`config.mk`:
```
export PLATFORM = sky130hd
export DESIGN_NAME = chess_turn_ctrl_flat
export DESIGN_NICKNAME = d
export VERILOG_FILES = /design/src/rtl/chess_clock_pkg.sv /design/src/rtl/chess_turn_ctrl_if.sv /design/src/rtl/button_sync.sv /design/src/rtl/chess_turn_ctrl.sv /design/src/flat_wrapper.sv
export SDC_FILE = /design/constraint.sdc
export NUM_CORES = 1
export LEC_CHECK = 0
export BUFFER_PORTS_ARGS = -buffer_cell sky130_fd_sc_hd__clkbuf_2
export CAP_MARGIN = 10
export CORE_MARGIN = 2
export CORE_UTILIZATION = 40
export DETAILED_ROUTE_END_ITERATION = 12
export GPL_TIMING_DRIVEN = 0
export REMOVE_ABC_BUFFERS = 1
export SLEW_MARGIN = 25
export SYNTH_ARGS = -nofsm -noshare
export SYNTH_HDL_FRONTEND = slang
export SYNTH_SLANG_ARGS = --single-unit
export TNS_END_PERCENT = 50
```
`constraint.sdc`:
```
create_clock -name CLK -period 2.46 [get_ports CLK]
set_clock_uncertainty 0.05 [all_clocks]
set_input_delay 0.123 -clock CLK [delete_from_list [all_inputs] [get_ports CLK]]
set_output_delay 0.123 -clock CLK [all_outputs]
set_load 0.005 [all_outputs]
```
`src/rtl/chess_clock_pkg.sv`:
```
// Shared definitions for the chess clock.
// Holds the turn-state encoding that chess_turn_ctrl drives on STATE and the
// display/mux stage decodes, plus the counter-clear pulse length.
// No ports: this file is a package only.

package chess_clock_pkg;

   // The numeric values are part of the STATE bus contract with the display stage.
   typedef enum logic [2:0] {
      StIdle   = 3'd0,
      StRunA   = 3'd1,
      StRunB   = 3'd2,
      StPauseA = 3'd3,
      StPauseB = 3'd4,
      StFlag   = 3'd5
   } turn_state_e;

   // CNT_CLR is held high for this many cycles whenever the game returns to idle.
   localparam int unsigned CntClrLen = 2;
   localparam int unsigned CntClrW   = $clog2(CntClrLen + 1);

   // True while one of the players' clocks is running.
   function automatic logic is_running(turn_state_e st);
      return (st == StRunA) || (st == StRunB);
   endfunction

endpackage

```
`src/rtl/chess_turn_ctrl_if.sv`:
```
// Button, timeout and counter-chain signals of the chess turn controller.
// Signals:
//   BTN_START, BTN_RESET, BTN_A, BTN_B : asynchronous button levels
//   TIMEOUT_A, TIMEOUT_B               : counter chain all-zero flags (synchronous)
//   CE_A, CE_B                         : per-player count enables
//   IMPULSE_A, IMPULSE_B               : one-cycle decrement pulses
//   CNT_CLR                            : clear/reload to the counter chains
//   FLAG_A, FLAG_B                     : flag-fallen indicators
//   STATE                              : current turn state encoding
// Modports:
//   master : the board side (buttons, counter chains, display)
//   slave  : the turn controller

interface chess_turn_ctrl_if;

   logic       BTN_START;
   logic       BTN_RESET;
   logic       BTN_A;
   logic       BTN_B;
   logic       TIMEOUT_A;
   logic       TIMEOUT_B;
   logic       CE_A;
   logic       CE_B;
   logic       IMPULSE_A;
   logic       IMPULSE_B;
   logic       CNT_CLR;
   logic       FLAG_A;
   logic       FLAG_B;
   logic [2:0] STATE;

   modport master (
      output BTN_START, BTN_RESET, BTN_A, BTN_B, TIMEOUT_A, TIMEOUT_B,
      input  CE_A, CE_B, IMPULSE_A, IMPULSE_B, CNT_CLR, FLAG_A, FLAG_B, STATE
   );

   modport slave (
      input  BTN_START, BTN_RESET, BTN_A, BTN_B, TIMEOUT_A, TIMEOUT_B,
      output CE_A, CE_B, IMPULSE_A, IMPULSE_B, CNT_CLR, FLAG_A, FLAG_B, STATE
   );

endinterface

```
`src/rtl/button_sync.sv`:
```
// Button synchroniser and press detector.
// Two flops bring the asynchronous button level into the CLK domain; a third
// flop remembers the previous synchronised level so that a rising edge yields a
// single-cycle PRESS, however long the button is held.
// Ports:
//   CLK   : system clock
//   CLR_N : asynchronous active-low reset, clears all three flops
//   BTN   : raw asynchronous button level
//   PRESS : one-cycle press pulse (combinational from flops)

module button_sync (
   input  logic CLK,
   input  logic CLR_N,
   input  logic BTN,
   output logic PRESS
);

   logic meta_q;
   logic sync_q;
   logic prev_q;

   always_ff @(posedge CLK or negedge CLR_N) begin
      if (!CLR_N) begin
         meta_q <= 1'b0;
         sync_q <= 1'b0;
         prev_q <= 1'b0;
      end else begin
         meta_q <= BTN;
         sync_q <= meta_q;
         prev_q <= sync_q;
      end
   end

   assign PRESS = sync_q & ~prev_q;

endmodule

```
`src/rtl/chess_turn_ctrl.sv`:
```
// Turn and time-base controller for the chess clock.
// Runs the turn state machine (idle, running, paused, flag fall) from the four
// synchronised buttons and the counter chains' timeout flags, and generates the
// per-player count enables and decrement impulses that drive the down-counter
// chains. Every output is a flop, so reset and state changes never glitch them.
// Parameters:
//   TICK_DIV : CLK cycles per decrement impulse, at least 2
// Ports:
//   CLK    : system clock, rising edge
//   CLR_N  : asynchronous active-low reset
//   tc_bus : chess_turn_ctrl_if slave modport (buttons, timeouts, outputs)

module chess_turn_ctrl
   import chess_clock_pkg::*;
#(
   parameter int unsigned TICK_DIV = 100_000_000
) (
   input logic              CLK,
   input logic              CLR_N,
   chess_turn_ctrl_if.slave tc_bus
);

   localparam int unsigned       PrescW   = $clog2(TICK_DIV);
   localparam logic [PrescW-1:0] PrescMax = PrescW'(TICK_DIV - 1);

   // Button presses, one cycle each.
   logic press_start;
   logic press_reset;
   logic press_a;
   logic press_b;

   turn_state_e        state_q, state_d;
   logic [PrescW-1:0]  presc_q, presc_d;
   logic [CntClrW-1:0] clr_left_q, clr_left_d;
   logic               cnt_clr_q, cnt_clr_d;
   logic               ce_a_q, ce_a_d;
   logic               ce_b_q, ce_b_d;
   logic               imp_a_q, imp_a_d;
   logic               imp_b_q, imp_b_d;
   logic               flag_a_q, flag_a_d;
   logic               flag_b_q, flag_b_d;

   logic tc;
   logic enter_idle;

   button_sync u_sync_start (
      .CLK   (CLK),
      .CLR_N (CLR_N),
      .BTN   (tc_bus.BTN_START),
      .PRESS (press_start)
   );

   button_sync u_sync_reset (
      .CLK   (CLK),
      .CLR_N (CLR_N),
      .BTN   (tc_bus.BTN_RESET),
      .PRESS (press_reset)
   );

   button_sync u_sync_a (
      .CLK   (CLK),
      .CLR_N (CLR_N),
      .BTN   (tc_bus.BTN_A),
      .PRESS (press_a)
   );

   button_sync u_sync_b (
      .CLK   (CLK),
      .CLR_N (CLR_N),
      .BTN   (tc_bus.BTN_B),
      .PRESS (press_b)
   );

   // Terminal count of the running player's prescaler.
   assign tc = is_running(state_q) && (presc_q == PrescMax);

   // Turn state machine. In a running state the flag fall outranks a pause, which
   // outranks ending the move, so a dead clock can never be handed over.
   always_comb begin
      state_d = state_q;
      unique case (state_q)
         StIdle: begin
            if (press_start) state_d = StRunA;
         end
         StRunA: begin
            if (tc_bus.TIMEOUT_A)  state_d = StFlag;
            else if (press_start) state_d = StPauseA;
            else if (press_a)     state_d = StRunB;
         end
         StRunB: begin
            if (tc_bus.TIMEOUT_B)  state_d = StFlag;
            else if (press_start) state_d = StPauseB;
            else if (press_b)     state_d = StRunA;
         end
         StPauseA: begin
            if (press_start)      state_d = StRunA;
            else if (press_reset) state_d = StIdle;
         end
         StPauseB: begin
            if (press_start)      state_d = StRunB;
            else if (press_reset) state_d = StIdle;
         end
         StFlag: begin
            if (press_reset) state_d = StIdle;
         end
         default: state_d = StIdle;
      endcase
   end

   // Prescaler. A running cycle always advances it, including the cycle that
   // leads into a pause, so the phase seen after resuming still adds up to
   // TICK_DIV running cycles. A new turn restarts the phase from zero.
   always_comb begin
      presc_d = presc_q;
      if ((state_d == StIdle) || (state_d == StFlag)) begin
         presc_d = '0;
      end else if (is_running(state_q)) begin
         if (is_running(state_d) && (state_d != state_q)) begin
            presc_d = '0;
         end else if (tc) begin
            presc_d = '0;
         end else begin
            presc_d = presc_q + PrescW'(1);
         end
      end else if ((state_q == StIdle) && (state_d == StRunA)) begin
         presc_d = '0;
      end
   end

   // Registered outputs, decoded from the next state so they line up with STATE.
   always_comb begin
      enter_idle = (state_d == StIdle) && (state_q != StIdle);

      ce_a_d = (state_d == StRunA);
      ce_b_d = (state_d == StRunB);

      // The impulse only fires if the player keeps running; a flag fall or a
      // press landing on the terminal count swallows it so the chain never
      // decrements past zero or charges the wrong player.
      imp_a_d = tc && (state_q == StRunA) && (state_d == StRunA);
      imp_b_d = tc && (state_q == StRunB) && (state_d == StRunB);

      flag_a_d = flag_a_q;
      flag_b_d = flag_b_q;
      if (state_d == StIdle) begin
         flag_a_d = 1'b0;
         flag_b_d = 1'b0;
      end else if (state_d == StFlag) begin
         if (state_q == StRunA) flag_a_d = 1'b1;
         if (state_q == StRunB) flag_b_d = 1'b1;
      end

      // clr_left counts the CNT_CLR cycles still owed after the current one.
      if (enter_idle) begin
         cnt_clr_d  = 1'b1;
         clr_left_d = CntClrW'(CntClrLen - 1);
      end else if (clr_left_q != '0) begin
         cnt_clr_d  = 1'b1;
         clr_left_d = clr_left_q - CntClrW'(1);
      end else begin
         cnt_clr_d  = 1'b0;
         clr_left_d = '0;
      end
   end

   always_ff @(posedge CLK or negedge CLR_N) begin
      if (!CLR_N) begin
         state_q    <= StIdle;
         presc_q    <= '0;
         cnt_clr_q  <= 1'b1;
         clr_left_q <= CntClrW'(CntClrLen - 1);
         ce_a_q     <= 1'b0;
         ce_b_q     <= 1'b0;
         imp_a_q    <= 1'b0;
         imp_b_q    <= 1'b0;
         flag_a_q   <= 1'b0;
         flag_b_q   <= 1'b0;
      end else begin
         state_q    <= state_d;
         presc_q    <= presc_d;
         cnt_clr_q  <= cnt_clr_d;
         clr_left_q <= clr_left_d;
         ce_a_q     <= ce_a_d;
         ce_b_q     <= ce_b_d;
         imp_a_q    <= imp_a_d;
         imp_b_q    <= imp_b_d;
         flag_a_q   <= flag_a_d;
         flag_b_q   <= flag_b_d;
      end
   end

   assign tc_bus.STATE     = state_q;
   assign tc_bus.CE_A      = ce_a_q;
   assign tc_bus.CE_B      = ce_b_q;
   assign tc_bus.IMPULSE_A = imp_a_q;
   assign tc_bus.IMPULSE_B = imp_b_q;
   assign tc_bus.CNT_CLR   = cnt_clr_q;
   assign tc_bus.FLAG_A    = flag_a_q;
   assign tc_bus.FLAG_B    = flag_b_q;

endmodule

```
`src/flat_wrapper.sv`:
```
// flat-port wrapper written by rule: the top's interface ports become plain ports
module chess_turn_ctrl_flat import chess_clock_pkg::*;
#(
   parameter int unsigned TICK_DIV = 100_000_000
)
  (CLK, CLR_N, tc_bus_BTN_START, tc_bus_BTN_RESET, tc_bus_BTN_A, tc_bus_BTN_B, tc_bus_TIMEOUT_A, tc_bus_TIMEOUT_B, tc_bus_CE_A, tc_bus_CE_B, tc_bus_IMPULSE_A, tc_bus_IMPULSE_B, tc_bus_CNT_CLR, tc_bus_FLAG_A, tc_bus_FLAG_B, tc_bus_STATE);
  chess_turn_ctrl_if tc_bus_i ();
  input logic CLK;
  input logic CLR_N;
  input wire logic [$bits(tc_bus_i.BTN_START)-1:0] tc_bus_BTN_START;
  input wire logic [$bits(tc_bus_i.BTN_RESET)-1:0] tc_bus_BTN_RESET;
  input wire logic [$bits(tc_bus_i.BTN_A)-1:0] tc_bus_BTN_A;
  input wire logic [$bits(tc_bus_i.BTN_B)-1:0] tc_bus_BTN_B;
  input wire logic [$bits(tc_bus_i.TIMEOUT_A)-1:0] tc_bus_TIMEOUT_A;
  input wire logic [$bits(tc_bus_i.TIMEOUT_B)-1:0] tc_bus_TIMEOUT_B;
  output wire logic [$bits(tc_bus_i.CE_A)-1:0] tc_bus_CE_A;
  output wire logic [$bits(tc_bus_i.CE_B)-1:0] tc_bus_CE_B;
  output wire logic [$bits(tc_bus_i.IMPULSE_A)-1:0] tc_bus_IMPULSE_A;
  output wire logic [$bits(tc_bus_i.IMPULSE_B)-1:0] tc_bus_IMPULSE_B;
  output wire logic [$bits(tc_bus_i.CNT_CLR)-1:0] tc_bus_CNT_CLR;
  output wire logic [$bits(tc_bus_i.FLAG_A)-1:0] tc_bus_FLAG_A;
  output wire logic [$bits(tc_bus_i.FLAG_B)-1:0] tc_bus_FLAG_B;
  output wire logic [$bits(tc_bus_i.STATE)-1:0] tc_bus_STATE;
  assign tc_bus_i.BTN_START = tc_bus_BTN_START;
  assign tc_bus_i.BTN_RESET = tc_bus_BTN_RESET;
  assign tc_bus_i.BTN_A = tc_bus_BTN_A;
  assign tc_bus_i.BTN_B = tc_bus_BTN_B;
  assign tc_bus_i.TIMEOUT_A = tc_bus_TIMEOUT_A;
  assign tc_bus_i.TIMEOUT_B = tc_bus_TIMEOUT_B;
  assign tc_bus_CE_A = tc_bus_i.CE_A;
  assign tc_bus_CE_B = tc_bus_i.CE_B;
  assign tc_bus_IMPULSE_A = tc_bus_i.IMPULSE_A;
  assign tc_bus_IMPULSE_B = tc_bus_i.IMPULSE_B;
  assign tc_bus_CNT_CLR = tc_bus_i.CNT_CLR;
  assign tc_bus_FLAG_A = tc_bus_i.FLAG_A;
  assign tc_bus_FLAG_B = tc_bus_i.FLAG_B;
  assign tc_bus_STATE = tc_bus_i.STATE;
  chess_turn_ctrl #(.TICK_DIV(TICK_DIV)) u_core (.CLK(CLK), .CLR_N(CLR_N), .tc_bus(tc_bus_i));
endmodule
```
### After elaboration in Yosys (flattened, before gate mapping)

Index checks and enable logic that the tools add are counted.
Widths: inputs -> output; s select.

* reductions and logical operators: 21
* $add $sub $neg: 2
* mux-type cells: 26
* equality and inequality tests: 10
* bitwise logic cells: 8

Operators with widths (number)
* $mux 27: 5
* $mux 3: 10
* $add 27x1->27 const B: 1
* $eq 27x27->1 const B: 1
* $pmux 3 s6: 1
* $eq 3x2->1 const B: 3
* $eq 3x3->1 const B: 3
* $logic_and 1x1->1: 8
* $mux 1: 8
* $reduce_bool 2->1: 4
* $eq 3x1->1 const B: 2
* $logic_not 3->1: 2
* $reduce_bool 3->1: 2
* $and 1x1->1: 4
* $mux 2: 2
* $not 1->1: 4
* $reduce_and 2->1: 2
* $logic_or 1x1->1: 3
* $ne 3x3->1: 1
* $sub 2x1->2 const B: 1

* output and inout port bits: 10
* bits in registers: 51
* logic and storage cells: 89
* bits of input ports: 8

### Depth between registers and ports, before layout

Gate-level depths: netlist (run 1).

* depth in word-level cells: 12
* gate-level depth with buffers: 10
* mapped depth without buffers: 8

### By module

Synthesis (run 1) repeated with hierarchy kept, for this count alone.

* cells, all modules: 287
* area total of the unflattened synthesis: 2751.4 um2

By module, submodules not included
* chess_turn_ctrl: instances 1, area an instance 2396.0 um2, cells an instance 271, sequential area each 978.4 um2
* button_sync: instances 4, area an instance 88.8 um2, cells an instance 4, sequential area each 75.1 um2

### Worst setup path after synthesis (run 1)

No wires, ideal clock.

* path kind: register to register
* start point: reg u_core.state_q[2] (netlist: u_core.tc_bus.STATE[2])
* end point: reg u_core.presc_q[12]
* buffers on the path: 2
* required time: 2294 ps
* slack: 56 ps
* cell stages (with the launch flop): 10
* data arrival time: 2239 ps
* library setup time: 116 ps
* period minus slack after synthesis: 2404 ps
* cell sequence: dfrtp_1 > buf_6 > or3b_1 > or4_4 > nand4_4 > nor4_2 > a211oi_4 > buf_4 > nand2_1 > o311ai_0

RTL lines
* start, declared: line chess_turn_ctrl.sv:32 `turn_state_e state_q, state_d;`
* start signal, assigned: line chess_turn_ctrl.sv:168 `state_q <= StIdle;`
* start signal, assigned: line chess_turn_ctrl.sv:179 `state_q <= state_d;`
* $eq 3x3->1 (tied with other cells): line chess_turn_ctrl.sv:81 `unique case (state_q)`
* $pmux 3 s6 *: line chess_turn_ctrl.sv:81
* via u_core.state_d[1]: line chess_turn_ctrl.sv:32
* $eq 3x1->1 / $eq 3x2->1 (equally long branches): line chess_clock_pkg.sv:24, chess_turn_ctrl.sv:125
* $logic_or 1x1->1: line chess_clock_pkg.sv:24 `return (st == StRunA) || (st == StRunB);`
* $logic_and 1x1->1: line chess_turn_ctrl.sv:118 `if (is_running(state_d) && (state_d != state_q)) begin`
* $mux 27: line chess_turn_ctrl.sv:118
* $mux 27: line chess_turn_ctrl.sv:117 `end else if (is_running(state_q)) begin`
* $mux 27: line chess_turn_ctrl.sv:115 `if ((state_d == StIdle) || (state_d == StFlag)) begin`
* end signal, assigned: line chess_turn_ctrl.sv:180 `presc_q <= presc_d;`
* end, declared: line chess_turn_ctrl.sv:33 `logic [PrescW-1:0] presc_q, presc_d;`

Mark *: on every way through the listed nets, which the timed path passes. The rest lies on a longest branch.
A chain may end at the register's enable or synchronous reset.

### Worst setup path in the final report (run 1)

* start point: reg u_core.state_q[0] (netlist: u_core.tc_bus.STATE[0])
* end point: reg u_core.presc_q[14]

Same word-level chain as after synthesis.

==> results of run 1 <==
==> synthesized netlist by cell type (2+ instances only) <==
master,number
dfrtp_1,49
nand2_1,29
nand3_1,28
nor2_1,19
a21oi_1,12
inv_1,12
and3_1,9
nand4_1,7
o21ai_0,7
o21ai_1,6
buf_2,5
nand2b_1,5
o311ai_1,5
a21o_1,4
a22o_1,4
and2_1,4
a31oi_1,3
and4_1,3
mux2i_1,3
nor2b_1,3
o311ai_0,3
a221o_1,2
buf_6,2
dfstp_2,2
nand3b_1,2
nand4b_1,2
nor3_1,2
nor3b_1,2
nor4_1,2
or2_2,2
or3b_1,2
==> logic make-up after synthesis <==
logic type | synth area share (%)
simple gates | 27.8
compound gates | 16.1
flops | 50.3
buf+inv | 4.08
mux | 1.18
fa+ha+maj | 0.492
==> worst max-delay path, stage by stage (launching register included) <==
cell and delay [ps]:
dfrtp_2 450, or3b_4 410, or4_4 460, nand4_4 140, or3_4 190, a31oi_4 180
buf_6 190, a21o_1 150, a22o_1 180
==> repair_timing <==
item / CTS / global route
endpoints found under the hold margin: 53 / 0
endpoints found under the setup margin: 28 / 28
resized for setup: 16 / 15
buffers inserted: 17 / 6
pin swaps: 10 / 7
cloned: 1 / 0
hold buffers: 5 / 0
==> worst paths after layout <==
check	from	end	slack, ps	cells after the start
max	u_core.tc_bus.STATE[0]	u_core.presc_q[14]	-40	8
min	tc_bus_TIMEOUT_A	u_core.tc_bus.FLAG_A	120	3
max reg2reg	u_core.tc_bus.STATE[0]	u_core.presc_q[14]	-40	8
min reg2reg	u_core.u_sync_a.meta_q	u_core.u_sync_a.sync_q	310	0
max in group asynchronous	CLR_N	u_core.tc_bus.STATE[0]	1480	2
min in group asynchronous	CLR_N	u_core.u_sync_start.meta_q	360	2
==> final cells by class <==
class	instances	area, µm²
Tap cell	77	96.3
Multi-Input combinational cell	191	1280
Inverter	13	48.8
Clock inverter	3	67.6
Clock buffer	5	68.8
Sequential cell	51	1280
Fill cell	569	3040
Timing Repair Buffer	46	362
==> power by group through the flow <==
stage	registers, µW	logic (µW)	clock network (µW)
floorplan	1030	732	0
global placement	1040	1030	0
detailed placement	1040	1070	0
CTS	1010	1520	708
global route	1020	1790	738
finish	1010	1630	697
==> stage by stage <==
stage	instances	util (%)	setup TNS, ps	total power (µW)
4_1_cts	380	49.6	-2.05	3230
3_3_place_gp	348	42.8	-16290	2070
5_1_grt	386	51.3	-1340	3550
3_5_place_dp	349	43.0	-12480	2110
2_1_floorplan	254	-	-2050	1760
6_report	386	51.3	-107	3330
==> layer usage <==
layer	wire (µm)	share of wire (%)	global-route usage, %	vias to the layer above
li1	-	-	-	1053
met1	2720	46	25.4	1045
met2	2770	47	27.1	64
met3	323	5.4	3.46	12
met5	0	0	0	-
met4	127	2.1	5.87	0
==> out/qor.csv, run 1 <==
metric,value,unit
powerDensity,1040,mW/mm²
vias_per_cell,5.63,
max_freq,0.400,GHz
rows,29,
holdWs,115,ps
grt_use_total,17.7,%
combPwrFrac,48.9,%
grt_pass1_vias,2077,
ys_types,53,
status,"complete, but fails checks",
overflow,0,
mostFrequentLayoutCells,"dfrtp_1 (46), nand2_1 (29), nand3_1 (27)",
yosysTopAreaCellShare,48.2,%
crit_fanout,8,
rsz0062_at_grt,yes,
slew_headroom,52.7,%
largest-register,u_core.presc_q,
synth-edff-count,0,
ios,18,
finalHoldViolCount,0,
grt_max_degree,52,
syn_avg_cell_area,9.70,µm²
timing.final.max_slew_violations,0,
drive_above_1_share,25.6,%
clock-sinks,51,
critical_path_required,2610,ps
start_util,40.7,%
dp_slack,-543,ps
period_share,102,%
critPathLaunchType,register,
netlist_top_cells_area,"dfrtp_1 (48%), nand3_1 (5.5%), nand2_1 (4.3%), nor2_1 (2.8%), a21oi_1 (2.4%)",
dr.pass1.iters,4,
place.gp.congestion,0.847,
antenna_found_initial,0,
syn-instance-count,262,
yosys.area.top_type,dfrtp_1,
period_needed,2500,ps
final_common_cell,dfrtp_1,
synth-async-reset-ratio,100,%
ir_worst_vdd,0.425,mV
finalSetupViolations,6,
dp.final_hpwl,3490,µm
ys.flop_type,dfrtp_1,
clockBufferDepth,2,
syn-cell-area,0.00254,mm²
antennaDiodeCount,0,
yosysWarnings,0,
wl_per_cell,15.4,µm
setup_ws,-37.5,ps
root_buffer,clkbuf_8,
worst_pin_slew,710,ps
fp.dieW,83.7,µm
crit_type,register to register,
clkTransAtPathRegs,90,ps
drt-initial-drc-count,149,
power_switching_share,37.3,%
cts_max_level,2,
cts_tree,yes,
clk_latency,310,ps
final_nets,317,
route.detailed.drc,0,
internal-power,2090,µW
core_area,0.00624,mm²
io_buffers,17,
p_leak,0.00139,µW
die_h,83.7,µm
grt_pass1_wl,10100,µm
largest_reg_flops,27,
die_area,0.00701,mm²
pwr-share-clk,20.9,%
crit_path_end_kind,register,
netSwitchingPower,1240,µW
numCtsBuffers,5,
hold_path_class,input port to register,
syn_to_final_growth,26.0,%
vias,2174,
synth_seq_cells,51,
placed_area,0.00268,mm²
design_area,0.00320,mm²
drt-total-wl,5940,µm
ant_nets,0,
power_frac_seq,30.2,%
drv_cap,0,
violations,setup timing,
ys_seq_area_share,50.3,%
cp_data_arrival_time,2650,ps
Power figures use the tool's default switching activity.
==> inputs of run 2 (changes only) <==
--- a/config.mk
+++ b/config.mk
@@ -5,10 +5,11 @@
 export SDC_FILE = /design/constraint.sdc
 export NUM_CORES = 1
 export LEC_CHECK = 0
-export BUFFER_PORTS_ARGS = -buffer_cell sky130_fd_sc_hd__clkbuf_2
-export CAP_MARGIN = 10
+export BUFFER_PORTS_ARGS = -buffer_cell sky130_fd_sc_hd__buf_2
+export CAP_MARGIN = 20
 export CORE_MARGIN = 2
 export CORE_UTILIZATION = 40
+export CTS_CLUSTER_DIAMETER = 40
 export DETAILED_ROUTE_END_ITERATION = 12
 export GPL_TIMING_DRIVEN = 0
 export REMOVE_ABC_BUFFERS = 1
==> run 2 against run 1 <==
Net effect: the flow still finishes with violations (setup timing); critical path depth increased by 1; hold slack got worse by 53 ps; cell area up 6.4%; count of clock-buffer cells in the layout stayed put; global-route usage up 1.4 points; clock power shrank 26%; critical endpoint is now u_core.presc_q[5]; highest routed layer unchanged.
==> out/qor.csv, run 2 (same netlist as run 1, synthesis figures left out) <==
metric,value,unit,change
status,"complete, but fails checks",,
violations,setup timing,,
clkTransAtPathRegs,100,ps,about the same
grt_use_total,19.2,%,+1.4 points
vias_per_cell,5.77,,+2.4%
route.detailed.drc,0,,unchanged
powerDensity,1050,mW/mm²,+1.1%
dr.pass1.iters,4,,unchanged
design_area,0.00341,mm²,+6.4%
drv_cap,0,,unchanged
cts_max_level,2,,unchanged
largest_reg_flops,27,,unchanged
timing.final.max_slew_violations,0,,unchanged
antenna_found_initial,0,,unchanged
clk_latency,330,ps,+20 ps
period_needed,2520,ps,+17.7 ps
wl_per_cell,16.8,µm,+9.1%
drt-total-wl,6650,µm,+12%
mostFrequentLayoutCells,"dfrtp_1 (46), nand2_1 (29), nand3_1 (26)",,
finalHoldViolCount,0,,unchanged
vias,2283,,+5.0%
crit_fanout,6,,-2
io_buffers,17,,unchanged
final_nets,327,,+3.2%
critical_path_required,2630,ps,+20 ps
worst_pin_slew,643,ps,-66.5 ps
crit_type,register to register,,
drt-initial-drc-count,258,,+73%
clock-sinks,51,,unchanged
layoutNonFillerInstCount,396,,+2.6%
cp_data_arrival_time,2680,ps,+30 ps
place.gp.congestion,0.849,,+0.32%
rsz0062_at_grt,yes,,
largest-register,u_core.presc_q,,
clockBufferDepth,2,,unchanged
antennaDiodeCount,0,,unchanged
syn_to_final_growth,34.1,%,
slew_headroom,57.1,%,+4.4 points
max_freq,0.398,GHz,-0.70%
overflow,0,,unchanged
period_share,102,%,+0.72 points
numCtsBuffers,5,,unchanged
final_core_util,54.6,%,+3.3 points
dp.final_hpwl,3510,µm,+0.60%
grt_pass1_vias,2144,,+3.2%
ir_worst_vdd,0.487,mV,+14%
drive_above_1_share,30.7,%,+5.2 points
finalSetupViolations,7,,+1
die_area,0.00701,mm²,unchanged
fp.dieW,83.7,µm,unchanged
root_buffer,clkbuf_8,,
crit_path_end_kind,register,,
final_common_cell,dfrtp_1,,
setup_ws,-55.1,ps,-17.7 ps
cts_tree,yes,,
grt_pass1_wl,10900,µm,+7.8%
placed_area,0.00268,mm²,unchanged
dp_slack,-531,ps,+11.8 ps
p_leak,0.00145,µW,+4.3%
core_area,0.00624,mm²,unchanged
ant_nets,0,,unchanged
rrSetupSlack,-60,ps,-20 ps
dp_cells,349,,unchanged
ios,18,,unchanged
grt_max_degree,52,,unchanged
start_util,40.7,%,unchanged
die_h,83.7,µm,unchanged
critPathLaunchType,register,,
rows,29,,unchanged
hold_path_class,input port to register,,
==> run 2: changes by cell type in the layout (fill, tap and decap cells not counted), sizes merged <==
cell	delta
buf	+25
clkbuf	-17
a31oi	+2
bufinv	-2
clkinvlp	+1
inv	+1
==> run 2: worst max-delay path, stage by stage, from the launching register on <==
cell and delay (ps):
dfrtp_2 470, or3b_4 410, or4_4 460, nand4_4 110, or3_4 170, a31oi_4 100, buf_12 160, buf_12 130
a21o_1 140, a22o_1 190
==> run 2: timing repair <==
action	CTS	global route
cloned	3	1
hold buffers	5	0
resized for setup	29	16
setup buffers	22	8
endpoints found under the setup margin	28	29
endpoints found under the hold margin	53	0
pin swaps	14	8
==> run 2: power breakdown <==
group	switching (µW)	total (µW)	internal, µW	leakage, µW
clock	313	517	204	0.0000408
combinational	1070	2060	984	0.000745
sequential	74.7	1010	939	0.000667
==> run 2: final timing paths <==
check,start,to,cells after the start
max reg2reg,u_core.tc_bus.STATE[0],u_core.presc_q[5],9
min in group asynchronous,CLR_N,u_core.u_sync_a.meta_q,2
min,tc_bus_TIMEOUT_A,u_core.tc_bus.FLAG_A,3
max in group asynchronous,CLR_N,u_core.tc_bus.STATE[2],2
max,u_core.tc_bus.STATE[0],u_core.presc_q[5],9
min reg2reg,u_core.u_sync_start.meta_q,u_core.u_sync_start.sync_q,0
==> run 2: final cells by class <==
cell class	count	area [µm²]
clock buffers	5	68.8
inverters	13	48.8
repair buffers	54	500
well taps	77	96.3
multi-input cells	193	1390
fillers	569	2830
clock inverters	3	23.8
flip-flops and latches	51	1280
==> run 2: through the flow <==
step	TNS [ps]	hold WS [ps]	power, µW
finish	-155	62.9	3590
global route	-1080	89.9	3770
CTS	-84.7	62.3	3300
detailed placement	-12190	148	2120
global placement	-16290	180	2060
floorplan	-2050	-223	1760
==> run 2: routing by layer <==
metal	vias to the layer above	routed length [µm]	global-route usage, %
met5	-	0	0
met4	0	93	6.89
met3	8	365	3.76
met2	66	3050	28.9
met1	1130	3130	27.6
li1	1079	-	-
